===== src/rtl/t80_host_loader.sv =====
// Host register-bus to T80 external-memory loader: pointer, posted write FIFO, four-phase handshake, timeout.
// Optional write read-back verification is enabled with `define T80_LDR_VERIFY_EN.
module t80_host_loader #(
  parameter int ASZ        = 11,
  parameter int FIFO_DEPTH = 4,
  parameter int TIMEOUT    = 255
) (
  input  logic        clk250,
  input  logic        reset,
  input  logic        host_req,
  input  logic        host_read,
  input  logic [1:0]  host_addr,
  input  logic [15:0] host_wdata,
  output logic        host_ack,
  output logic [15:0] host_rdata,
  output logic [15:0] cpu_t80_addr,
  output logic        cpu_t80_mem_read,
  output logic [7:0]  cpu_t80_mem_wdata,
  output logic        cpu_t80_mem_req,
  input  logic [7:0]  t80_cpu_mem_rdata,
  input  logic        t80_cpu_mem_ack
);
  localparam int PW = (FIFO_DEPTH > 1) ? $clog2(FIFO_DEPTH) : 1;
  localparam int CW = $clog2(FIFO_DEPTH + 1);
  localparam int TW = $clog2(TIMEOUT + 1);

`ifdef T80_LDR_VERIFY_EN
  typedef enum logic [2:0] {S_IDLE, S_REQ, S_REL, S_VREQ, S_VREL} state_t;
`else
  typedef enum logic [2:0] {S_IDLE, S_REQ, S_REL} state_t;
`endif

  state_t           r_state, w_next;
  logic [TW-1:0]    r_tmr;
  logic [ASZ-1:0]   r_fa [FIFO_DEPTH];
  logic [7:0]       r_fd [FIFO_DEPTH];
  logic [PW-1:0]    r_wp, r_rp;
  logic [CW-1:0]    r_cnt;
  logic [ASZ-1:0]   r_ptr, r_addr;
  logic             r_auto, r_to, r_last_valid_unused;
  logic [7:0]       r_last, r_wdata;
  logic             r_rd_pend, r_wr_inflt, r_hack, r_read, r_req;
  logic [15:0]      r_hrdata;
`ifdef T80_LDR_VERIFY_EN
  logic             r_mm;
`endif

  logic w_full, w_busy, w_acc, w_push, w_flush, w_keep, w_mm, w_tmo;
  logic w_start_rd, w_start_wr, w_cap, w_tmo_evt, w_retire, w_rd_done, w_rd_tmo;
  logic [15:0] w_status;
  logic w_unused_wdata;

  assign w_unused_wdata = ^host_wdata[15:8];
  assign w_full  = (r_cnt == CW'(FIFO_DEPTH));
  assign w_busy  = (r_state != S_IDLE) || (r_cnt != '0);
  assign w_acc   = host_req && !r_hack && !r_rd_pend;
  assign w_push  = w_acc && !host_read && (host_addr == 2'd1) && !w_full;
  assign w_flush = w_acc && !host_read && (host_addr == 2'd3) && host_wdata[2];
  assign w_tmo   = (r_tmr == TW'(TIMEOUT - 1));
`ifdef T80_LDR_VERIFY_EN
  assign w_mm = r_mm;
`else
  assign w_mm = 1'b0;
`endif
  assign w_status = {r_last, 4'(r_cnt), w_mm, r_to, w_full, w_busy};

  // A write entry stays at the FIFO head until its handshake (and read-back) retires it.
  assign w_retire  = r_wr_inflt && (r_state != S_IDLE) && (w_next == S_IDLE);
  assign w_keep    = w_start_wr || (r_wr_inflt && !w_retire);
  assign w_rd_done = w_cap && r_read;
  assign w_rd_tmo  = w_tmo_evt && (r_state == S_REQ) && r_read;

  always_comb begin
    w_next     = r_state;
    w_start_rd = 1'b0;
    w_start_wr = 1'b0;
    w_cap      = 1'b0;
    w_tmo_evt  = 1'b0;
    unique case (r_state)
      S_IDLE: begin
        if (r_cnt != '0) begin
          w_start_wr = 1'b1;
          w_next     = S_REQ;
        end else if (r_rd_pend) begin
          w_start_rd = 1'b1;
          w_next     = S_REQ;
        end
      end
      S_REQ: begin
        if (t80_cpu_mem_ack) begin
          w_cap  = 1'b1;
          w_next = S_REL;
        end else if (w_tmo) begin
          w_tmo_evt = 1'b1;
          w_next    = S_IDLE;
        end
      end
      S_REL: begin
        if (!t80_cpu_mem_ack) begin
`ifdef T80_LDR_VERIFY_EN
          w_next = r_read ? S_IDLE : S_VREQ;
`else
          w_next = S_IDLE;
`endif
        end else if (w_tmo) begin
          w_tmo_evt = 1'b1;
          w_next    = S_IDLE;
        end
      end
`ifdef T80_LDR_VERIFY_EN
      S_VREQ: begin
        if (t80_cpu_mem_ack) w_next = S_VREL;
        else if (w_tmo) begin
          w_tmo_evt = 1'b1;
          w_next    = S_IDLE;
        end
      end
      S_VREL: begin
        if (!t80_cpu_mem_ack) w_next = S_IDLE;
        else if (w_tmo) begin
          w_tmo_evt = 1'b1;
          w_next    = S_IDLE;
        end
      end
`endif
      default: w_next = S_IDLE;
    endcase
  end

  always_ff @(posedge clk250) begin
    if (reset) r_state <= S_IDLE;
    else       r_state <= w_next;
  end

  always_ff @(posedge clk250) begin
    if (reset) begin
      r_tmr <= '0; r_wp <= '0; r_rp <= '0; r_cnt <= '0; r_ptr <= '0; r_addr <= '0;
      r_auto <= 1'b1; r_to <= 1'b0; r_last <= '0; r_wdata <= '0; r_rd_pend <= 1'b0;
      r_wr_inflt <= 1'b0; r_hack <= 1'b0; r_read <= 1'b0; r_req <= 1'b0; r_hrdata <= '0;
      r_last_valid_unused <= 1'b0;
`ifdef T80_LDR_VERIFY_EN
      r_mm <= 1'b0;
`endif
    end else begin
      r_hack <= 1'b0;
      r_last_valid_unused <= w_unused_wdata;
      if (w_acc) begin
        unique case (host_addr)
          2'd0: begin
            if (host_read) r_hrdata <= 16'(r_ptr);
            else           r_ptr    <= host_wdata[ASZ-1:0];
            r_hack <= 1'b1;
          end
          2'd1: begin
            if (host_read) r_rd_pend <= 1'b1;
            else if (!w_full) begin
              r_fa[r_wp] <= r_ptr;
              r_fd[r_wp] <= host_wdata[7:0];
              if (r_auto) r_ptr <= r_ptr + ASZ'(1);
              r_hack <= 1'b1;
            end
          end
          2'd2: begin
            if (host_read) r_hrdata <= w_status;
            r_hack <= 1'b1;
          end
          default: begin
            if (host_read) r_hrdata <= {15'b0, r_auto};
            else begin
              r_auto <= host_wdata[0];
              if (host_wdata[1]) begin
                r_to <= 1'b0;
`ifdef T80_LDR_VERIFY_EN
                r_mm <= 1'b0;
`endif
              end
            end
            r_hack <= 1'b1;
          end
        endcase
      end

      if (w_flush) begin
        if (w_keep) begin
          r_wp  <= r_rp + PW'(1);
          r_cnt <= CW'(1);
        end else begin
          r_rp  <= r_wp;
          r_cnt <= '0;
        end
      end else begin
        if (w_push)   r_wp <= r_wp + PW'(1);
        if (w_retire) r_rp <= r_rp + PW'(1);
        r_cnt <= r_cnt + CW'(w_push) - CW'(w_retire);
      end

      if (w_start_wr) begin
        r_addr     <= r_fa[r_rp];
        r_wdata    <= r_fd[r_rp];
        r_read     <= 1'b0;
        r_wr_inflt <= 1'b1;
      end
      if (w_start_rd) begin
        r_addr <= r_ptr;
        r_read <= 1'b1;
      end
      if (w_retire) r_wr_inflt <= 1'b0;
      if (w_rd_done) begin
        r_last    <= t80_cpu_mem_rdata;
        r_hrdata  <= {8'h00, t80_cpu_mem_rdata};
        r_hack    <= 1'b1;
        r_rd_pend <= 1'b0;
        if (r_auto) r_ptr <= r_ptr + ASZ'(1);
      end
      if (w_rd_tmo) begin
        r_hrdata  <= 16'h00FF;
        r_hack    <= 1'b1;
        r_rd_pend <= 1'b0;
      end
      if (w_tmo_evt) r_to <= 1'b1;
`ifdef T80_LDR_VERIFY_EN
      if (r_state == S_REL && w_next == S_VREQ) r_read <= 1'b1;
      if (r_state == S_VREQ && t80_cpu_mem_ack && (t80_cpu_mem_rdata != r_wdata)) r_mm <= 1'b1;
      r_req <= (w_next == S_REQ) || (w_next == S_VREQ);
`else
      r_req <= (w_next == S_REQ);
`endif
      r_tmr <= (w_next != r_state) ? '0 : r_tmr + TW'(1);
    end
  end

  assign host_ack          = r_hack;
  assign host_rdata        = r_hrdata;
  assign cpu_t80_addr      = 16'(r_addr);
  assign cpu_t80_mem_read  = r_read;
  assign cpu_t80_mem_wdata = r_wdata;
  assign cpu_t80_mem_req   = r_req;
endmodule

===== config.mk =====
export PLATFORM = sky130hd
export DESIGN_NAME = t80_host_loader
export DESIGN_NICKNAME = d
export VERILOG_FILES = /design/src/rtl/t80_host_loader.sv
export SDC_FILE = /design/constraint.sdc
export NUM_CORES = 1
export LEC_CHECK = 0
export CORE_MARGIN = 5
export CORE_UTILIZATION = 50
export CTS_CLUSTER_SIZE = 14
export DETAILED_ROUTE_END_ITERATION = 10
export PLACE_DENSITY = 0.72
export SYNTH_ARGS = -nofsm -noshare
export SYNTH_HDL_FRONTEND = slang
export SYNTH_SLANG_ARGS = --single-unit

===== constraint.sdc =====
create_clock -name clk250 -period 3.2 [get_ports clk250]
set_clock_uncertainty 0.05 [all_clocks]
set_input_delay 0.64 -clock clk250 [delete_from_list [all_inputs] [get_ports clk250]]
set_output_delay 0.64 -clock clk250 [all_outputs]
set_load 0.005 [all_outputs]

# After elaboration in Yosys (flattened, before gate mapping)

Memories as Yosys holds them, arrays and structs flattened. A register that Yosys moved wholly into a read port is not among the register bits.
Cells that the tools add are included.

Register bits: 71
Bits in writable memories: 76
Input bits: 31
Output and inout bits: 43
Word-level logic and storage cells: 146
Memories: 2

Memories:

| name | words | bits a word | rd ports | clocked after Yosys merged registers in | write ports | line | RTL |
|---|---|---|---|---|---|---|---|
| r_fa | 4     | 11          | 1        | 1                                       | 1           | 35   | `logic [ASZ-1:0] r_fa [FIFO_DEPTH];` |
| r_fd | 4     | 8           | 1        | 1                                       | 1           | 36   | `logic [7:0] r_fd [FIFO_DEPTH];` |

Add/subtract/negate cells: 6
Equality and inequality tests: 14
Multiplexer cells: 61
Bitwise operators: 3
Reduce and logical (&&, ||, !) cells: 43

Operators with widths:

| kind                  | number |
|---|---|
| $mux 11               | 9 |
| $mux 16               | 3 |
| $pmux 16 s3           | 1 |
| $mux 1                | 28 |
| $mux 8                | 3 |
| $pmux 11 s2           | 1 |
| $mux 3                | 6 |
| $mux 2                | 8 |
| $logic_and 1x1->1     | 13 |
| $reduce_and 3->1      | 4 |
| $reduce_bool 3->1     | 4 |
| $add 11x1->11 const B | 1 |
| $reduce_bool 2->1     | 5 |
| $pmux 3 s3            | 1 |
| $add 8x1->8 const B   | 1 |
| $eq 8x8->1 const B    | 1 |
| $eq 3x1->1 const B    | 2 |
| $logic_not 3->1       | 2 |
| $ne 2x1->1 const B    | 3 |
| $reduce_or 3->1       | 2 |
| $logic_not 1->1       | 5 |
| $add 2x1->2 const B   | 2 |
| $eq 2x2->1 const B    | 2 |
| $reduce_and 2->1      | 2 |
| other kinds (14)      | 18 |

# Longest topological paths before layout

Depth in word-level cells: 13
Mapped depth: 12
Depth with buffers taken out: 12

# Worst setup path before layout

Ideal clock, no wire load.

Path kind: input to register
Start point: input port host_req
End point: register r_cnt[2]
Library setup time: 0.132 ns
Data arrival time: 2.717 ns
Data required time: 3.018 ns
Slack: 0.301 ns
Stages: 10
Path buffers: 0
Cell sequence: or3b_4 > nor4_4 > inv_4 > ha_1 > inv_1 > ha_1 > fa_1 > xnor2_1 > xnor2_1 > nor3_1

Word-level cells in the longest chain between the ends: 8
Elaborated cells between the ends (all ways): 10
Those cells by class: add/sub: 2; mux: 1; reduce/logical: 7

Ends and longest elaborated chain:

| item                             | line   | RTL |
|---|---|---|
| start, declared                  | 10     | `input logic host_req,` |
| $logic_and 1x1->1 * (2 in a row) | 56     | `assign w_acc = host_req && !r_hack && !r_rd_pend;` |
| $logic_and 1x1->1 *              | 57, 58 |  |
| $logic_and 1x1->1 (2 in a row)   | 57     | `assign w_push = w_acc && !host_read && (host_addr == 2'd1) && !w_full;` |
| $add 3x1->3                      | 194    | `r_cnt <= r_cnt + CW'(w_push) - CW'(w_retire);` |
| $sub 3x1->3                      | 194    |  |
| $mux 3 *                         | 183    | `if (w_flush) begin` |
| end signal, assigned             | 194    |  |
| end, declared                    | 38     | `logic [CW-1:0] r_cnt;` |

Every way passes the cells marked *; elsewhere a longest branch is shown, timed or not.
A chain may end at the register's enable or synchronous reset.

# Worst setup path in the final report

Same ends and word-level chain as after synthesis.

==> metrics.md <==
| Metric | Value |
|---|---|
| Largest net degree at the start of global routing | `47` |
| Worst path bufs/invs | `3` |
| Vias in the first global route | `about 5,000` |
| Starting DRT DRC Count | `339` |
| Worst slew pin tran | `~0.75 ns` |
| Die W | `128 µm` |
| DR WL/cell | `around 19 µm` |
| Status | `finished clean` |
| Critical path's largest stage delay | `0.48 ns` |
| Initial antenna violation count | `0` |
| Total power | `~5 mW` |
| Crit path arrival time | `around 3.3 ns` |
| GPL Wtd Cong | `0.885` |
| Post-Place Cells | `around 850` |
| Resized Gates After CTS | `0` |
| Slew Limit Fails | `0` |
| Post-synth top flop | `dfxtp_1` |
| Relative max-transition margin | `49.5%` |
| Slowest CP cell | `clkdlybuf4s50_1` |
| I/O pin cnt | `74` |
| Mapped Area | `around 0.0070 mm²` |
| Share of layout cells above drive strength 1 | `a little over an eighth` |
| Most common cell after layout, fill and taps aside | `dfxtp_1` |
| Via/cell ratio | `5.77` |
| Lkg Pwr | `approximately 3.0 nW` |
| Seq/Total Area, Yosys | `about 56%` |
| CP required | `about 3.4 ns` |
| Routed Antenna Nets | `0` |
| Share of Yosys cell area claimed by the top area cell type | `roughly a third` |
| Fin. Hold Viols | `0` |
| Core Util, Final | `slightly above 60%` |
| GRT overflow | `0` |
| Fillers | `~1,100` |
| Worst path cell trace | `clkdlybuf4s50_1, or3b_4, nor4_4, inv_4, ha_1, inv_1, ha_1, fa_1, xnor2_1, xnor2_1, nor3_1` |
| Global-route wire length before repair | `roughly 27,000 µm` |
| Minimum clock period | `3.01 ns` |
| GRT Overall Usage | `roughly 21%` |
| Post-Layout Cell Count | `just under 900` |
| Synth warnings | `0` |
| CP Class | `in -> reg` |
| R2r endpoint | `r_cnt[2]` |
| Die ar. | `approximately 0.016 mm²` |
| Worst R2R Path Depth | `12` |
| Post-Place Worst Slack | `-0.219 ns` |
| Mapped Cells | `a little over 600` |
| Worst vdd ir | `roughly 0.00033 V` |
| Syn avg cell area | `approximately 11 µm²` |
| Row count | `43` |
| Starting Density | `50.6%` |
| Clk root buf | `clkbuf_16` |
| Hold depth | `2` |
| Setup TNS | `0 ns` |
| Die height | `128 µm` |
| Hold_ws | `0.403 ns` |
| Seq cells post-synth | `roughly 160` |
| Yosys top cell by area | `edfxtp_1` |
| Worst R2R Start | `r_tmr[0]` |
| H-tree levels | `4` |
| Cell Pwr Density | `between 500 and 600 mW/mm²` |
| CORE AREA | `roughly 0.014 mm²` |
| Post-DP Area | `just under 0.008 mm²` |
| Dpl hpwl | `11,500 µm` |
| # hold bufs at CTS | `0` |
| Asr flop ratio synth | `0%` |
| Via count | `about 5,100` |
| Worst Hold End | `cpu_t80_mem_wdata[6]` |
| Setup ws final | `0.190 ns` |
| Num CTS Buffers | `17` |
| Setup-failing EPs final | `0` |
| Reg clk slew, reported paths | `about 0.060 ns` |
| Post-route DRC | `0` |
| EDFF count, synth | `76` |
| RSZ-0062 raised after global routing | `no` |
| CTS sink cnt | `around 160` |
| Critical path's top delay family | `simple AND/OR/NAND/NOR gates` |
| Final period util | `between 90% and 100%` |
| Area growth syn-to-layout | `22.5%` |
| CP Capture Type | `register` |
| Worst reg2reg setup slack | `roughly 0.4 ns` |
| Crit path launch type | `primary input` |
| Highest-count cells in the layout ignoring fill and taps | `dfxtp_1 (81), edfxtp_1 (76), clkdlybuf4s50_1 (62), nand2_1 (60), nor2_1 (51)` |
| CTS tree | `yes` |
| Peak Freq | `between 300 and 400 MHz` |
| Max-cap violation count | `0` |
| Crit path max fanout | `2` |
| Final instance area | `0.00858 mm²` |
| Latest clock arrival within the worst-skew pair | `approximately 0.42 ns` |
| Nets | `between 700 and 800` |
| Count of input and output buffers | `between 60 and 70` |
| # diodes | `0` |
| Hold wc startpoint | `cpu_t80_mem_wdata[6]` |
| Worst Hold Class | `reg -> reg` |
| 1st-pass router iterations | `5` |
| Count of cell types in the netlist | `71` |
| Longest Clk Path Bufs | `2` |
| Final wirelength | `16,700 µm` |
| Post-CTS Setup Bufs | `0` |
| Dominant cells by area after synthesis | `edfxtp_1 (33%), dfxtp_1 (23%), mux4_2 (6.1%)` |
==> layer usage <==
metal | GRT usage [%] | part of all wire (%)
met4 | 6.30 | 1.7
met1 | 28.5 | 44
met5 | 0 | 0
met3 | 5.33 | 4.8
met2 | 35.1 | 50
==> logic make-up after synthesis <==
kind of cell | share of synthesized area (%)
and+or+nand+nor | 14.5
DFF | 55.8
AOI/OAI and AO/OA | 13.4
buffers and inverters | 3.47
muxes | 9.37
xor gates and xnor gates | 1.50
adders and majority gates | 1.89
other | 0.0536
==> how the worst max path moves through the flow <==
| stage | startpoint | endpoint | slack, ns | cells after the start |
|---|---|---|---|---|
| after floorplan | host_req | r_cnt[2] | 0.30 | 10 |
| after global placement | host_req | r_cnt[2] | -0.18 | 11 |
| after detailed placement | host_req | r_cnt[2] | -0.22 | 11 |
| after CTS | host_req | r_cnt[2] | 0.21 | 11 |
| after global routing | host_req | r_cnt[2] | 0.1 | 11 |
| final | host_req | r_cnt[2] | 0.19 | 11 |
==> cells in the mapped netlist, types with 3 or more instances <==
| cell | number |
|---|---|
| and2_1 | 6 |
| and4_1 | 5 |
| mux2_2 | 6 |
| nor3_1 | 11 |
| o21ai_0 | 25 |
| buf_1 | 5 |
| xor2_1 | 5 |
| edfxtp_1 | 76 |
| a31oi_1 | 9 |
| nor2b_1 | 5 |
| a211oi_1 | 14 |
| and3_1 | 10 |
| nand3b_1 | 4 |
| nor3b_1 | 3 |
| nand3_1 | 11 |
| mux4_2 | 19 |
| o21ai_1 | 3 |
| nand2_1 | 60 |
| o211ai_1 | 4 |
| dfxtp_1 | 81 |
| nand2b_1 | 5 |
| mux2i_1 | 16 |
| a22oi_1 | 7 |
| o32ai_1 | 4 |
| buf_4 | 6 |
| ha_1 | 9 |
| nor2_1 | 51 |
| xnor2_1 | 7 |
| a21oi_1 | 50 |
| o22ai_1 | 3 |
| nand4_1 | 6 |
| clkbuf_1 | 23 |
| inv_1 | 12 |
| buf_2 | 6 |
==> tightest hold or removal path, stage by stage (launching register included) <==
cell	delay, ns
dfxtp_1	0.30
nand2_1	0.05
a21oi_1	0.05
==> area by class of cell <==
type	instances	area, µm²	area share (%)
flip-flops and latches	157	3900	45.5
multi-input cells	410	2870	33.5
repair buffers	88	863	10.1
clock buffers	17	425	4.96
clock inverters	15	234	2.73
well taps	180	225	2.63
inverters	13	51.3	0.598
==> report_power, final <==
| group | switching [mW] | total, mW | internal [mW] |
|---|---|---|---|
| registers | 0.0612 | 2.22 | 2.15 |
| logic | 0.216 | 0.421 | 0.205 |
| clock network | 0.831 | 2.23 | 1.40 |
==> sequential cells by signal, summed over array words and instances, names as in the netlist, named ones only <==
register	count
r_fa	44
r_fd	32
host_rdata	16
r_addr	11
r_ptr	11
cpu_t80_mem_wdata	8
r_last	8
r_tmr	8
r_cnt	3
r_state	3
r_rp	2
r_wp	2
cpu_t80_mem_read	1
cpu_t80_mem_req	1
host_ack	1
r_auto	1
r_rd_pend	1
r_to	1
r_wr_inflt	1
Power figures use the tool's default switching activity.
